### src/rtl/bloom_filter_ctrl.sv
// Bloom filter sequencer: turns insert/query requests into filter strobes,
// waits out the filter latency, returns query results and keeps statistics.
module bloom_filter_ctrl #(
    parameter int LATENCY = 1,
    parameter int CNT_W   = 16
) (
    input  logic             clock,
    input  logic             reset,
    input  logic             req_valid,
    input  logic             req_op,
    input  logic [7:0]       req_hash1,
    input  logic [7:0]       req_hash2,
    output logic             req_ready,
    input  logic             clr_req,
    output logic             bf_enable,
    output logic             bf_write,
    output logic             bf_check,
    output logic             bf_clear,
    output logic [7:0]       bf_hash1,
    output logic [7:0]       bf_hash2,
    input  logic             bf_word_detected,
    output logic             rsp_valid,
    input  logic             rsp_ready,
    output logic             rsp_hit,
    output logic [CNT_W-1:0] insert_count,
    output logic [CNT_W-1:0] query_count,
    output logic [CNT_W-1:0] hit_count
);

    localparam logic [2:0] IDLE  = 3'd0;
    localparam logic [2:0] WRITE = 3'd1;
    localparam logic [2:0] CHECK = 3'd2;
    localparam logic [2:0] WAIT  = 3'd3;
    localparam logic [2:0] RESP  = 3'd4;
    localparam logic [2:0] CLEAR = 3'd5;

    localparam logic [CNT_W-1:0] CNT_MAX = {CNT_W{1'b1}};
    localparam logic [CNT_W-1:0] CNT_ONE = {{(CNT_W-1){1'b0}}, 1'b1};

    logic [2:0] state;
    logic [3:0] wait_cnt;
    logic       clr_pend;

    always_ff @(posedge clock or posedge reset) begin
        if (reset) begin
            state        <= IDLE;
            wait_cnt     <= 4'd0;
            clr_pend     <= 1'b0;
            bf_hash1     <= 8'd0;
            bf_hash2     <= 8'd0;
            rsp_hit      <= 1'b0;
            insert_count <= '0;
            query_count  <= '0;
            hit_count    <= '0;
        end else begin
            if (clr_req) begin
                clr_pend <= 1'b1;
            end
            case (state)
                IDLE: begin
                    if (clr_pend) begin
                        state <= CLEAR;
                    end else if (req_valid) begin
                        bf_hash1 <= req_hash1;
                        bf_hash2 <= req_hash2;
                        state    <= req_op ? CHECK : WRITE;
                    end
                end
                WRITE: begin
                    if (insert_count != CNT_MAX) begin
                        insert_count <= insert_count + CNT_ONE;
                    end
                    state <= IDLE;
                end
                CHECK: begin
                    wait_cnt <= 4'(LATENCY);
                    state    <= WAIT;
                end
                WAIT: begin
                    wait_cnt <= wait_cnt - 4'd1;
                    if (wait_cnt == 4'd1) begin
                        rsp_hit <= bf_word_detected;
                        state   <= RESP;
                    end
                end
                RESP: begin
                    if (rsp_ready) begin
                        if (query_count != CNT_MAX) begin
                            query_count <= query_count + CNT_ONE;
                        end
                        if (rsp_hit && hit_count != CNT_MAX) begin
                            hit_count <= hit_count + CNT_ONE;
                        end
                        state <= IDLE;
                    end
                end
                CLEAR: begin
                    // a pulse landing on the clear cycle earns one more clear
                    clr_pend     <= clr_req;
                    insert_count <= '0;
                    query_count  <= '0;
                    hit_count    <= '0;
                    state        <= IDLE;
                end
                default: state <= IDLE;
            endcase
        end
    end

    // ready is gated by reset so it reads 0 while reset is held
    assign req_ready = !reset && (state == IDLE) && !clr_pend;
    assign bf_enable = (state == WRITE) || (state == CHECK) || (state == WAIT);
    assign bf_write  = (state == WRITE);
    assign bf_check  = (state == CHECK);
    assign bf_clear  = (state == CLEAR);
    assign rsp_valid = (state == RESP);

endmodule

### config.mk
export PLATFORM = sky130hd
export DESIGN_NAME = bloom_filter_ctrl
export DESIGN_NICKNAME = d
export VERILOG_FILES = /design/src/rtl/bloom_filter_ctrl.sv
export SDC_FILE = /design/constraint.sdc
export NUM_CORES = 1
export LEC_CHECK = 0
export ABC_AREA = 1
export BUFFER_PORTS_ARGS = -buffer_cell sky130_fd_sc_hd__buf_2
export CAP_MARGIN = 15
export CORE_ASPECT_RATIO = 1.2
export CORE_MARGIN = 2
export CORE_UTILIZATION = 55
export CTS_CLUSTER_SIZE = 8
export DETAILED_ROUTE_END_ITERATION = 12
export GPL_ROUTABILITY_DRIVEN = 0
export PLACE_DENSITY = 0.81
export SYNTH_ARGS = -nofsm -noshare
export SYNTH_HDL_FRONTEND = slang
export SYNTH_SLANG_ARGS = --single-unit
### constraint.sdc
create_clock -name clock -period 2.9 [get_ports clock]
set_clock_uncertainty 0.1 [all_clocks]
set_input_delay 0.29 -clock clock [delete_from_list [all_inputs] [get_ports clock]]
set_output_delay 0.29 -clock clock [all_outputs]
set_load 0.1 [all_outputs]
# After elaboration in Yosys (flattened, before gate mapping)

Cells that the tools add are included.

Register bits: 73
Output and inout bits: 71
Logic and storage cells: 64

Add/sub/neg operators: 4
Equal/unequal tests: 15
Muxes and demuxes: 17
Bitwise gates (word level): 1
Reduce and logical (&&, ||, !) cells: 18

Operator list:

| operator              | count |
|---|---|
| $pmux 16 s2           | 3 |
| $mux 16               | 5 |
| $add 16x1->16 const B | 3 |
| $ne 16x16->1 const B  | 3 |
| $mux 3                | 4 |
| $pmux 3 s4            | 1 |
| $reduce_and 3->1      | 4 |
| $ne 2x1->1 const B    | 4 |
| $pmux 4 s2            | 1 |
| $reduce_bool 2->1     | 4 |
| $eq 3x2->1 const B    | 2 |
| $eq 3x3->1 const B    | 2 |
| $eq 4x1->1 const B    | 1 |
| $reduce_and 2->1      | 2 |
| $sub 4x1->4 const B   | 1 |
| $eq 3x1->1 const B    | 1 |
| $logic_and 1x1->1     | 3 |
| $logic_not 3->1       | 1 |
| $ne 3x3->1 const B    | 1 |
| $logic_not 1->1       | 2 |
| $logic_or 1x1->1      | 2 |
| $mux 1                | 2 |
| $mux 2                | 1 |
| $ne 2x2->1 const B    | 1 |
| $not 1->1             | 1 |

# Depth between registers and ports, before layout

Depth in word-level cells: 5
Mapped depth: 10

# Worst setup path before layout

No wires, ideal clock.

Kind: reg-to-reg
From: register state[1]
To: register hit_count[11]
Data arrival time: 2489 ps
Required time: 2678 ps
Slack: 189 ps
Cell stages (with the launch flop): 8
Clock period less this slack: 2711 ps
Cell sequence: dfrtp_1 -> inv_1 -> nand2_4 -> nor2_1 -> nand2_2 -> buf_2 -> nand3_1 -> nand2_1

Cells in the longest elaborated chain, start to end: 3
Elaborated cells on any way between the ends: 7
Classes of those cells: eq/ne (4); mux (1); reduce/logical (2)

RTL lines:

| what                                                                    | RTL line | text |
|---|---|---|
| from (decl)                                                             | 40       | `logic [2:0] state;` |
| from (signal assigned)                                                  | 66       | `state <= req_op ? CHECK : WRITE;` |
| $eq 3x3->1 *                                                            | --       |  |
| net rsp_valid                                                           | 22       | `output logic rsp_valid,` |
| $ne 2x1->1 (no source line) / $reduce_bool 2->1 (equally long branches) | --       |  |
| $reduce_and 3->1 (no source line)                                       | --       |  |
| to (signal assigned)                                                    | 92       | `hit_count <= hit_count + CNT_ONE;` |
| to (decl)                                                               | 27       | `output logic [CNT_W-1:0] hit_count` |

The timed path passes the listed nets; every way through them passes the cells marked *.
A chain may end at the register's enable or synchronous reset.

# Worst setup path after layout

From: register state[1]
To: output port req_ready

Cells in the longest elaborated chain, start to end: 3

RTL lines:

| what                            | RTL line | text |
|---|---|---|
| $logic_not 3->1                 | 111      | `assign req_ready = !reset && (state == IDLE) && !clr_pend;` |
| $logic_and 1x1->1 (2 in series) | 111      |  |
| to (decl)                       | 13       | `output logic req_ready,` |

No other way between the ends.

==> results.json <==
{
  "outcome": "complete, no violations",
  "setup_tns_ps": 0,
  "path_clk_slew_ps": 80,
  "crit_chain": "nor2_1, nand2_1, nor2_2, inv_1, nor2_1, buf_2",
  "nFillCells": 624,
  "drt_iter0_drc": 251,
  "root_buffer": "clkbuf_8",
  "critical_path_required_ps": 2510,
  "ys_warn_count": 0,
  "io_buffers": 93,
  "p_leak_nw": 2.514,
  "crit_type": "reg -> out",
  "grt_use_total": 0.2399,
  "die_height_um": 99.73,
  "die_w_um": 83.78,
  "ys_types": 38,
  "utilization": 0.6763,
  "nNetsFinal": 666,
  "cts_tree": "built",
  "grtUsageMet3": 0.03734,
  "drive_gt1_frac": 0.2302,
  "busiest_layer": "met2",
  "crit_slowest_cell": "dfrtp_1",
  "start_util": 0.5740,
  "grtUsageMet1": 0.3094,
  "vias": 3914,
  "ys_seq_area_frac": 0.4349,
  "fin_crit_sh": 0.7459,
  "fp-row-count": 34,
  "antenna_found_initial": 0,
  "critPathMaxFanout": 4,
  "critical_path.most_common_cell": "nor2_1",
  "crit_arrival_ps": 1770,
  "yosys.area.top_type": "dfrtp_1",
  "drt_first_pass_iters": 5,
  "wl_per_cell_um": 13.10,
  "hp-class": "in -> reg",
  "rsz0062_at_grt": "false",
  "n_antenna_cell": 0,
  "place_area_sq_mm": 0.004718,
  "finalPower_w": 0.005097,
  "cts_max_path_buffers": 2,
  "ios": 94,
  "grt_pass1_wl_um": 16530,
  "clk_latency_ps": 360,
  "ys_seq_elements": 73,
  "netlist_instances": 542,
  "cpPeakStageDelay_ps": 440,
  "layout_min_cycle_time_ps": 2163,
  "yosys-top-cells-area": "dfrtp_1 43%, nand2_1 16%, nor2_1 5.9%, nand3_1 4.4%, inv_1 4.3%",
  "synth_top_area_frac": 0.4349,
  "regArea_sq_mm": 0.001827,
  "die_area_sq_mm": 0.008355,
  "postRouteAntennaNets": 0,
  "hpwl_um": 6993,
  "grt_pass1_vias": 3757,
  "cts_sinks": 73,
  "fin_area_sq_mm": 0.004949,
  "syn-num-nets": 570,
  "grt_max_degree": 45,
  "vias_per_cell": 5.340,
  "grt_overflow": 0,
  "cts_buffers": 9,
  "drv_cap": 0,
  "setup_viol": 0,
  "report.final.slew_viol_count": 0,
  "grt_use_met2": 0.4031,
  "multi_input_area_sq_mm": 0.002106,
  "cp-start-kind": "flip-flop",
  "netlist_area_sq_mm": 0.004200,
  "area_delta_synth_final_pct": 17.81,
  "finalHoldViolCount": 0,
  "irDropWorstVdd_uv": 1031,
  "core_sq_mm": 0.007317,
  "cts_resized": 0,
  "h-tree-depth": 3,
  "cellPowerDensity_mw_per_mm2": 1030,
  "fmax_mhz": 462.3,
  "slew_headroom": 0.5802,
  "tightest_slew_ps": 628.8,
  "drc": 0,
  "end_kind": "primary output",
  "syn_avg_cell_area_sq_um": 7.750,
  "wirelength_um": 9603
}
[cell families after synthesis]
family / synth area share
adder cells (fa/ha/maj): 0.01489
flip-flops: 0.4349
AND/OR/NAND/NOR: 0.3366
multiplexers: 0.04289
XOR/XNOR: 0.03962
AO/OA/AOI/OAI: 0.06733
buffers and inverters: 0.06375
[cell usage in the layout, fill, tap and decap left out, types with 2 or more instances in the layout]
cell type  count
nand2_1      177
buf_2         93
dfrtp_1       73
nor2_1        66
inv_1         47
nand3_1       37
o21ai_0       18
mux2_2        16
xor2_1        15
nand4_1       12
nor3_1        10
o21ai_1       10
clkbuf_8      10
a21oi_1        6
ha_1           5
xnor2_1        4
nand2_2        3
nand2_4        3
inv_2          3
o22ai_1        3
nor2_2         3
nand3b_1       3
o21ai_2        2
nor2_8         2
o21bai_1       2
clkinv_2       2
bufinv_16      2
[per-layer routing]
metal	share of wire	up-vias
li1	-	1925
met1	0.42	1821
met5	0	-
met2	0.50	153
met3	0.063	15
met4	0.015	0
[synthesized netlist by cell type]
cell      number
a21oi_1        6
mux2_2        16
o22ai_1        3
nor2_8         2
and2_1         1
xnor2_1        4
nand3b_1       3
or2_2          1
nand2_2        3
ha_1           5
a21oi_2        1
buf_4          2
xor2_1        15
a21oi_4        1
o21ai_2        2
buf_2          4
o21a_4         1
dfrtp_1       73
nor3_4         1
nand3_2        1
nor3b_1        1
nor2_2         3
o211ai_1       1
inv_1         48
nand2_1      177
buf_6          4
inv_2          2
nand4_1       12
a31oi_1        1
o21ai_1       10
o21bai_1       2
nand3_1       37
o21a_1         1
nor2_4         1
o21ai_0       18
nand2_4        3
nor2_1        66
nor3_1        10
[stage by stage]
| step | hold WS, ps | worst slack [ps] | std cells |
|---|---|---|---|
| 4_1_cts | 22.00 | 722.9 | 733 |
| 6_report | 30.36 | 736.9 | 733 |
| 5_1_grt | 39.30 | 633.9 | 733 |
| 2_1_floorplan | 303.8 | 189.0 | 542 |
| 3_3_place_gp | 311.2 | 1108 | 716 |
| 3_5_place_dp | 317.6 | 1022 | 716 |
[sequential cells by signal, indices dropped and copies added, names as in the netlist]
signal / count
hit_count: 16
insert_count: 16
query_count: 16
bf_hash1: 8
bf_hash2: 8
wait_cnt: 4
state: 3
clr_pend: 1
rsp_hit: 1
[path summary, 6_finish.rpt]
path | start | endpoint | slack [ps] | cells past startpoint
worst max-delay path | state[1] | req_ready | 740 | 6
worst min-delay path | clr_req | clr_pend | 30 | 2
worst max register to register | state[1] | query_count[10] | 1000 | 5
worst min register to register | bf_hash2[7] | bf_hash2[7] | 410 | 1
max in group asynchronous | reset | insert_count[9] | 1550 | 4
min in group asynchronous | reset | bf_hash1[6] | 480 | 3
[power breakdown]
part / internal, W / switching [W]
clock network: 0.000507 / 0.000387
registers: 0.00124 / 0.000185
logic: 0.000508 / 0.00227
[critical path: cells and delay by family, from the launching register on]
family                 cells  cell delay [ps]
buffers and inverters      2              500
flip-flops                 1              440
AND/OR/NAND/NOR            4              490
[timing repair]
| item | CTS | global route |
|---|---|---|
| hold buffers | 1 | 0 |
| setup buffers | 0 | 0 |
| setup endpoints to repair | 0 | 0 |
| hold endpoints to repair | 29 | 0 |
[cell type report]
type / count / area share
multi-input combinational: 409 / 0.4255
clock inverter: 5 / 0.01593
sequential: 73 / 0.3692
inverter: 50 / 0.03793
tap: 90 / 0.02276
timing repair buffer: 95 / 0.1001
clock buffer: 11 / 0.02857
(Power assumes the default switching activity.)
